File: config.mk
export PLATFORM = sky130hd
export DESIGN_NAME = fifo_read_streamer
export DESIGN_NICKNAME = d
export VERILOG_FILES = /design/src/rtl/fifo_read_streamer.sv
export SDC_FILE = /design/constraint.sdc
export NUM_CORES = 1
export LEC_CHECK = 0
export ABC_AREA = 1
export CAP_MARGIN = 15
export CORE_ASPECT_RATIO = 1.2
export CORE_MARGIN = 1
export CORE_UTILIZATION = 45
export CTS_CLUSTER_DIAMETER = 100
export CTS_CLUSTER_SIZE = 40
export DETAILED_ROUTE_END_ITERATION = 10
export PLACE_DENSITY_LB_ADDON = 0.2
export SLEW_MARGIN = 10
export SYNTH_ARGS = -nofsm -noshare
export SYNTH_HDL_FRONTEND = slang
export SYNTH_SLANG_ARGS = --single-unit
File: constraint.sdc
create_clock -name rclk -period 1.67 [get_ports rclk]
set_input_delay 0.2505 -clock rclk [delete_from_list [all_inputs] [get_ports rclk]]
set_output_delay 0.2505 -clock rclk [all_outputs]
set_load 0.01 [all_outputs]
File: src/rtl/fifo_read_streamer.sv
// fifo_read_streamer: pulls words from a registered-output FIFO read port and streams them out with packet framing.
// Latency: first beat valid 2 cycles after fifo_empty falls; sustains one beat per cycle afterwards.
// Backpressure: m_ready low holds the head beat; FIFO reads stop once buffered + in-flight words reach 2.
// Optional feature: define RD_STREAM_PARITY_EN to add the m_parity output (even parity of m_data).
module fifo_read_streamer #(
    parameter int DATA_WIDTH = 8,
    parameter int PKT_LEN    = 16
) (
    input  logic                  rclk,
    input  logic                  rrst,
    input  logic                  fifo_empty,
    input  logic [DATA_WIDTH-1:0] fifo_dout,
    output logic                  fifo_ren,
    output logic                  m_valid,
    input  logic                  m_ready,
    output logic [DATA_WIDTH-1:0] m_data,
    output logic                  m_last
`ifdef RD_STREAM_PARITY_EN
    ,
    output logic                  m_parity
`endif
);
    localparam int            BW       = (PKT_LEN > 1) ? $clog2(PKT_LEN) : 1;
    localparam logic [BW-1:0] BCNT_MAX = BW'(PKT_LEN - 1);

    logic [DATA_WIDTH-1:0] mem_q [2];
    logic                  rd_ptr_q, rd_ptr_d;
    logic                  wr_ptr_q, wr_ptr_d;
    logic                  inflight_q;
    logic [1:0]            occ_q, occ_d;
    logic [BW-1:0]         bcnt_q, bcnt_d;
    logic                  pop;

    assign m_valid = (occ_q != 2'd0);
    assign pop     = m_valid & m_ready;

    // occ + inflight never exceeds 2 and pop needs occ >= 1, so 2 bits hold the exact result
    assign occ_d    = occ_q + {1'b0, inflight_q} - {1'b0, pop};
    // A new read is allowed only if its word will have a free slot when it lands next cycle
    assign fifo_ren = !fifo_empty && !rrst && (occ_d != 2'd2);

    assign m_data = m_valid ? mem_q[rd_ptr_q] : '0;
    assign m_last = m_valid && (bcnt_q == BCNT_MAX);

`ifdef RD_STREAM_PARITY_EN
    assign m_parity = ^m_data;
`endif

    // Pointer and beat-counter next state; the counter only moves on an accepted beat
    always_comb begin
        rd_ptr_d = rd_ptr_q ^ pop;
        wr_ptr_d = wr_ptr_q ^ inflight_q;
        bcnt_d   = bcnt_q;
        if (pop) begin
            bcnt_d = (bcnt_q == BCNT_MAX) ? '0 : bcnt_q + BW'(1);
        end
    end

    // Control state: occupancy, pointers, in-flight read marker and beat counter
    always_ff @(posedge rclk or posedge rrst) begin
        if (rrst) begin
            occ_q      <= 2'd0;
            rd_ptr_q   <= 1'b0;
            wr_ptr_q   <= 1'b0;
            inflight_q <= 1'b0;
            bcnt_q     <= '0;
        end else begin
            occ_q      <= occ_d;
            rd_ptr_q   <= rd_ptr_d;
            wr_ptr_q   <= wr_ptr_d;
            inflight_q <= fifo_ren;
            bcnt_q     <= bcnt_d;
        end
    end

    // Buffer storage: the word requested last cycle is written at the tail
    always_ff @(posedge rclk or posedge rrst) begin
        if (rrst) begin
            mem_q[0] <= '0;
            mem_q[1] <= '0;
        end else if (inflight_q) begin
            mem_q[wr_ptr_q] <= fifo_dout;
        end
    end
endmodule

Yosys cells after proc, flatten, opt, wreduce, memory -nomap -nowiden:

Index checks and enable logic that the tools add are counted.

* output and inout port bits: 11
* register bits after elaboration: 25
* input bits: 12
* word-level logic and storage cells: 35

* equal/unequal tests: 2
* $lt $le $gt $ge: 3
* $add $sub $neg: 3
* reductions and logical operators: 7
* bitwise logic cells: 5
* muxes and demuxes: 8

Operators by type and width (number)
* $mux 8: 5
* $bwmux 16: 1
* $demux 8 s1: 1
* $add 4x1->4 const B: 1
* $eq 4x4->1 const B: 1
* $ge 2x2->1 const B: 2
* $logic_and 1x1->1: 4
* $mux 4: 1
* $not 1->2: 2
* $add 2x1->2: 1
* $logic_not 1->1: 2
* $lt 2x1->1 const B: 1
* $ne 2x2->1 const B: 1
* $reduce_bool 2->1: 1
* $sub 2x1->2: 1
* $xor 1x1->1: 2
* $and 1x1->1: 1

Logic depth before layout (Yosys ltp):

Gate-level depths: netlist (run 1).

* depth after elaboration: 6
* gate-level depth with buffers: 12
* gate-level depth less buffers: 12

Least setup slack after synthesis (run 1):

Ideal clock, no wire load.

* kind: register -> output
* from: reg occ_q[1]
* to: out fifo_ren
* buffers on the path: 0
* slack: -0.110 ns
* stages on the path, launching flop included: 13
* required time: 1.419 ns
* arrival: 1.529 ns
* cells stage by stage: dfrtp_1 -> nor2_4 -> nor2_8 -> ha_1 -> inv_1 -> ha_1 -> inv_1 -> nand2_1 -> nand2_1 -> nand2_1 -> nand3_1 -> nand2_1 -> inv_1

* cells in the longest elaborated chain, start to end: 5
* elaborated cells between the ends (all ways): 6
* those cells by class: add/sub (2); eq/ne (1); bitwise (1); reduce/logical (2)

Ends and longest elaborated chain
* start, declared: line 30 `logic [1:0] occ_q, occ_d;`
* start signal, assigned: line 62 `occ_q <= 2'd0;`
* start signal, assigned: line 68 `occ_q <= occ_d;`
* $reduce_bool 2->1: line 34 `assign m_valid = (occ_q != 2'd0);`
* $and 1x1->1: line 35 `assign pop = m_valid & m_ready;`
* via pop: line 32 `logic pop;`
* $sub 2x1->2: line 38 `assign occ_d = occ_q + {1'b0, inflight_q} - {1'b0, pop};`
* $ne 2x2->1: line 40 `assign fifo_ren = !fifo_empty && !rrst && (occ_d != 2'd2);`
* $logic_and 1x1->1: line 40
* end, declared: line 13 `output logic fifo_ren,`

The timed path passes the listed nets, and every way through them passes these cells.

Worst setup path after layout (run 1):

* from: reg occ_q[0]
* to: out fifo_ren

Same word-level chain as after synthesis.

==> summary.md, run 1 <==
| Metric | Value |
|---|---|
| Worst setup EP type | output pin |
| Ant. Diodes | 0 |
| HPWL after DPL | 1.52 mm |
| Via count | approximately 920 |
| Pwr dens | about 1900 nW/um^2 |
| Final Hold Fails | 0 |
| Drt first pass iters | 4 |
| Hold slack final | ~0.29 ns |
| Synthesized Nets | 140 |
| Remaining antenna violation count after routing | 0 |
| CP Cell Sequence | nor2_4 > nor2_8 > ha_4 > inv_2 > ha_4 > inv_2 > nand2_2 > nand2_1 > nand2_1 > nand3_1 > nand2_1 > inv_2 > buf_6 |
| Maxcap violations | 0 |
| I/O Pins | 23 |
| Die W | between 40 and 50 um |
| NumNets Final | 177 |
| Final Skew | about 0.0011 ns |
| Full die area | around 2900 um^2 |
| Hold Path Class | in2async |
| Fin cells | around 190 |
| Via-to-Cell Ratio | 4.77 |
| Worst EP arrival | 1.89 ns |
| Worst vdd ir | 0.970 mV |
| Largest net degree at the start of global routing | 26 |
| Register area share after synthesis | a little over half |
| Slowest cell on the critical path | dfrtp_1 |
| Max Fclk | around 470 MHz |
| Seq cells post-synth | 25 |
| Layout cells sized above 1 | between 30% and 40% |
| Commonest cells after routing, fill and taps aside | 24 x dfrtp_1, 19 x inv_1, 15 x nand2_1 |
| WP data required | 1.42 ns |
| CTS tree | built |
| Wire per inst | 11.5 um |
| Final WL | 2.21 mm |
| First-pass GRT wire length | 3.65 mm |
| Setup crit start kind | flip-flop |
| Final setup margin | -0.466 ns |
| CTS Buffer Depth | 2 |
| Dpl cells | between 150 and 200 |
| Final Setup Violations | 10 |
| Drc violations | 0 |
| Most common cell after layout, fill and taps aside | dfrtp_1 |
| H-tree depth | 1 |
| Critical path type | reg2out |
| Worst-path maximum fanout | 2 |
| Violated checks | negative setup slack |
| Placer Congestion | between 0.6 and 0.7 |
| Yosys warnings | 0 |
| Netlist cell types | 20 |
| Vias in the first global route | roughly 860 |
| Initial Utilization | 47.4% |
| CP max stage delay | about 0.43 ns |
| Unrepaired setup endpoints after global routing | true |
| Core Area | 2530 um^2 |
| Iteration-0 DRC Markers | 16 |
| Syn Inst Count | about 120 |
| Slew margin rel. | between 60% and 70% |
| Crit path time final | 2.14 ns |
| GRT Total Usage | between 10% and 20% |
| Area Growth Syn to Fin | 34.2% |
| LEAKAGE | just under 0.8 nW |
| TritonCTS buffer count | 3 |
| PortBufs | 22 |
| Hold buffers post-CTS | 0 |
| Initial antenna violation count | 0 |
| Root Driver | clkbuf_4 |
| Max-slew violation total from the final report | 0 |
| Clock-pin slew on the worst setup and hold paths | roughly 0.13 ns |
| Status | finished with violations |
| CTS Sinks | 25 |
| Final worst-path cycle share | 128% |
| Clock Latency Late Sink | around 0.31 ns |
| Total grt overflow | 0 |
| DIE HEIGHT | slightly below 60 um |
| Avg Inst Size Synth | around 9.7 um^2 |
| Fin util | 63.7% |
| Mapped Area | between 1000 and 1500 um^2 |
| Worst Tran Pin Value | 0.460 ns |
| Cell row count | 20 |
[final timing paths]
check | cells after the start | slack [ns] | to | from
min in group rclk | 3 | 0.51 | mem_q[3] | fifo_dout[3]
max | 13 | -0.47 | fifo_ren | occ_q[0]
max in group asynchronous | 3 | 1.12 | rd_ptr_q | rrst
min | 3 | 0.29 | inflight_q | rrst
min reg2reg | 1 | 0.53 | mem_q[13] | mem_q[13]
max reg2reg | 12 | 0.13 | inflight_q | occ_q[0]
[logic make-up after synthesis]
logic type	synth area share [%]
DFF	52.2
adders and majority gates	5.22
xor gates and xnor gates	2.09
muxes	7.52
buffers and inverters	8.66
and+or+nand+nor	12.7
AOI/OAI and AO/OA	11.6
[cells in the mapped netlist, drive strengths merged]
cell type | number | share of area (%)
nor2 | 6 | 3.9
mux2 | 8 | 7.5
nand2 | 18 | 6.3
dfrtp | 25 | 52
a21oi | 9 | 4.1
o21ai | 18 | 7.5
ha | 5 | 5.2
xor2 | 1 | 0.73
xnor2 | 1 | 1.4
inv | 23 | 7.2
nand3 | 5 | 2.1
and2 | 1 | 0.52
buf | 3 | 1.5
[through the flow]
step	cell area, um^2	total power [mW]	setup slack, ns	setup TNS [ns]
after floorplan	1230	2.00	-0.0430	-0.0430
after global placement	1520	2.59	-0.725	-1.33
after detailed placement	1520	2.65	-0.768	-1.74
after CTS	1550	2.83	-0.522	-1.75
after global routing	1610	3.26	-0.589	-3.09
final	1610	3.00	-0.466	-1.92
[worst max-delay path: cells and delay by family (launching register included)]
kind	cells	cell delay, ns
AND/OR/NAND/NOR	7	0.51
adder cells (fa/ha/maj)	2	0.41
buffers and inverters	4	0.23
flip-flops	1	0.43
[timing repair]
item                                    CTS  global route
endpoints found under the setup margin   11            11
pin swaps                                 3             1
buffers inserted                          1             5
resized for setup                        26            40
[flip-flops by register name, summed over array words and instances (netlist names)]
register,cells
bcnt_q,4
inflight_q,1
mem_q,16
occ_q,2
rd_ptr_q,1
wr_ptr_q,1
[per-layer routing]
metal  part of all wire (%)  track usage [%]  vias up
met3                    3.7             2.33        5
met1                     42             18.9      432
met5                      0                0        -
met4                    2.1             10.1        0
li1                       -                -      461
met2                     52             30.7       18
[where the power goes]
group | internal (mW) | switching, mW
logic | 0.818 | 0.763
registers | 0.909 | 0.246
clock network | 0.0934 | 0.171
[layout make-up]
| cell class | instances | area [um^2] |
|---|---|---|
| clock buffers | 4 | 26.3 |
| fillers | 215 | 918 |
| inverters | 23 | 93.8 |
| multi-input cells | 72 | 541 |
| flip-flops and latches | 25 | 627 |
| well taps | 33 | 41.3 |
| repair buffers | 35 | 280 |
(Power assumes the default switching activity.)
==> inputs of run 2 (changes only) <==
CORE_UTILIZATION = 48   (was 45)
CTS_BUF_LIST = sky130_fd_sc_hd__clkbuf_8   (was default)
==> run 2 against run 1 <==
Against the previous run: the flow still finishes with violations (negative setup slack); sequential share of layout area rose by 0.69 points; combinational power fell by 6%; final area fell by 1.9%; die area fell by 6.0%; utilization rose by 4.1 points; setup slack improved by 0.043 ns; first-iteration DRC count fell by 38%; clock skew rose by 0.0023 ns; maximum frequency rose by 2.1%; critical path type unchanged; critical endpoint unchanged; largest power group unchanged; highest routed layer unchanged.
==> summary.md, run 2 (synthesis results as in run 1) <==
| Metric | Value |
|---|---|
| Status | finished with violations |
| Violated checks | negative setup slack |
| Iteration-0 DRC Markers | 10 (-6) |
| Critical path type | reg2out |
| Crit path time final | 2.09 ns (-0.0435 ns) |
| Multi-input gate area | 522 um^2 (-3.5%) |
| HPWL after DPL | 1.65 mm (+8.3%) |
| GRT Total Usage | 19.5% (+2.6 points) |
| Max Fclk | 478 MHz (+2.1%) |
| Via count | 934 (+2.0%) |
| Drt first pass iters | 3 (-1) |
| Clock-pin slew on the worst setup and hold paths | 0.08 ns (-0.05 ns) |
| TritonCTS buffer count | 3 (unchanged) |
| WP data required | 1.42 ns (about the same) |
| Pwr dens | 1880 nW/um^2 (+0.56%) |
| I/O Pins | 23 (unchanged) |
| Worst Tran Pin Value | 0.490 ns (+0.0305 ns) |
| Final setup margin | -0.422 ns (+0.0435 ns) |
| Ant. Diodes | 0 (unchanged) |
| Clock Latency Late Sink | 0.27 ns (-0.04 ns) |
| LEAKAGE | 0.779 nW (-0.43%) |
| Most common cell after layout, fill and taps aside | dfrtp_1 |
| Setup Total Neg Slack | -0.693 ns (+1.23 ns) |
| Final Skew | 0.00332 ns (+0.00226 ns) |
| Dpl cells | 181 (-0.55%) |
| Layout cells sized above 1 | 31.4% (-5.7 points) |
| Final Hold Fails | 0 (unchanged) |
| Die W | 47.6 um (-3.1%) |
| Final worst-path cycle share | 125% (-2.6 points) |
| Core Area | 2330 um^2 (-7.8%) |
| Fill cells | 200 (-7.0%) |
| Total grt overflow | 0 (unchanged) |
| Max-slew violation total from the final report | 0 (unchanged) |
| NumNets Final | 174 (-1.7%) |
| Vias in the first global route | 903 (+5.2%) |
| Worst EP arrival | 1.84 ns (-0.05 ns) |
| Reg2reg path depth | 11 (-1) |
| Slew margin rel. | 67.3% (-2.0 points) |
| Biggest register | mem_q |
| Largest net degree at the start of global routing | 26 (unchanged) |
| Launch point of the worst reg-to-reg path | occ_q[0] |
| Crit path from | occ_q[0] |
| Register Area | 626 um^2 (-0.20%) |
| Unrepaired setup endpoints after global routing | true |
| CTS Sinks | 25 (unchanged) |
| Hold Path Class | in2async |
| Initial antenna violation count | 0 (unchanged) |
| Final WL | 2.31 mm (+4.4%) |
| PortBufs | 22 (unchanged) |
| Placer Congestion | 0.717 (+11%) |
| Max reg flops | 16 (unchanged) |
| Fin cells | 187 (-2.6%) |
| Via-to-Cell Ratio | 4.99 (+4.7%) |
| Final Setup Violations | 10 (unchanged) |
| H-tree depth | 1 (unchanged) |
| Cell row count | 19 (-5.0%) |
| First-pass GRT wire length | 3.71 mm (+1.7%) |
| R2R setup slack | 0.11 ns (-0.02 ns) |
| Worst setup EP type | output pin |
| Initial Utilization | 51.5% (+4.0 points) |
| Commonest cells after routing, fill and taps aside | 25 x dfrtp_1, 20 x inv_1, 15 x o21ai_0 |
| CTS tree | built |
| Drc violations | 0 (unchanged) |
| Remaining antenna violation count after routing | 0 (unchanged) |
| Worst vdd ir | 1.07 mV (+10%) |
| Reg-to-Reg End | inflight_q |
| Maxcap violations | 0 (unchanged) |
| Area Growth Syn to Fin | 31.6% |
| Top Registers | mem_q (16), bcnt_q (4), occ_q (2) |
| CP endpoint | fifo_ren |
| Root Driver | clkbuf_8 |
| Full die area | 2700 um^2 (-6.0%) |
| DIE HEIGHT | 56.7 um (-3.1%) |
| Wire per inst | 12.3 um (+7.2%) |
| Setup crit start kind | flip-flop |
| CTS Buffer Depth | 2 (unchanged) |
| Worst-path maximum fanout | 2 (unchanged) |
## run 2: report_power, final
group / switching [mW] / internal [mW] / leakage (nW) / total [mW]
clock: 0.186 / 0.165 / 0.0269 / 0.351
combinational: 0.767 / 0.724 / 0.452 / 1.49
sequential: 0.210 / 0.908 / 0.301 / 1.12
## run 2: stage by stage
stage	setup slack [ns]	hold slack, ns	util [%]	area (um^2)	total power [mW]
after floorplan	-0.0430	0.278	-	1230	2.00
after global placement	-0.721	0.484	65.6	1530	2.59
after detailed placement	-0.760	0.490	65.6	1530	2.68
after CTS	-0.455	0.357	66.8	1560	2.91
after global routing	-0.538	0.404	67.7	1580	3.21
final	-0.422	0.345	67.7	1580	2.96
## run 2: layout make-up
cell class,instances,share of cell area [%]
Multi-Input combinational cell,72,33.1
Tap cell,31,2.46
Sequential cell,25,39.7
Timing Repair inverter,1,0.397
Clock inverter,1,0.238
Timing Repair Buffer,31,15.6
Inverter,23,5.95
Clock buffer,3,2.62
## run 2: what timing repair did
action	4_1_cts	5_1_grt
resized for setup	45	9
hold buffers	0	0
buffers inserted	1	1
pin swaps	3	3
endpoints found under the setup margin	11	12
cloned	0	1
## run 2: routing by layer
metal | routed length, um | GRT usage [%]
met2 | 1210 | 34.1
met3 | 71 | 2.89
met5 | 0 | 0
met4 | 37 | 8.33
met1 | 987 | 22.3
## run 2: worst max-delay path, stage by stage, from the launching register on
cell	delay, ns
dfrtp_1	0.42
nor2_4	0.18
nor2_8	0.05
ha_4	0.25
inv_2	0.03
ha_4	0.16
inv_2	0.05
nand2_2	0.06
nand2_2	0.06
nand2_2	0.05
nand3_2	0.06
nand2_2	0.05
inv_2	0.06
buf_6	0.09
## run 2: worst min-delay path by stage
stage	slack (ns)	cells past startpoint	from	to
5_1_grt	0.40	3	rrst	occ_q[1]
2_1_floorplan	0.28	1	rrst	bcnt_q[0]
6_report	0.35	3	rrst	occ_q[0]
4_1_cts	0.36	3	rrst	occ_q[0]
3_5_place_dp	0.49	1	mem_q[15]	mem_q[15]
3_3_place_gp	0.48	1	mem_q[13]	mem_q[13]
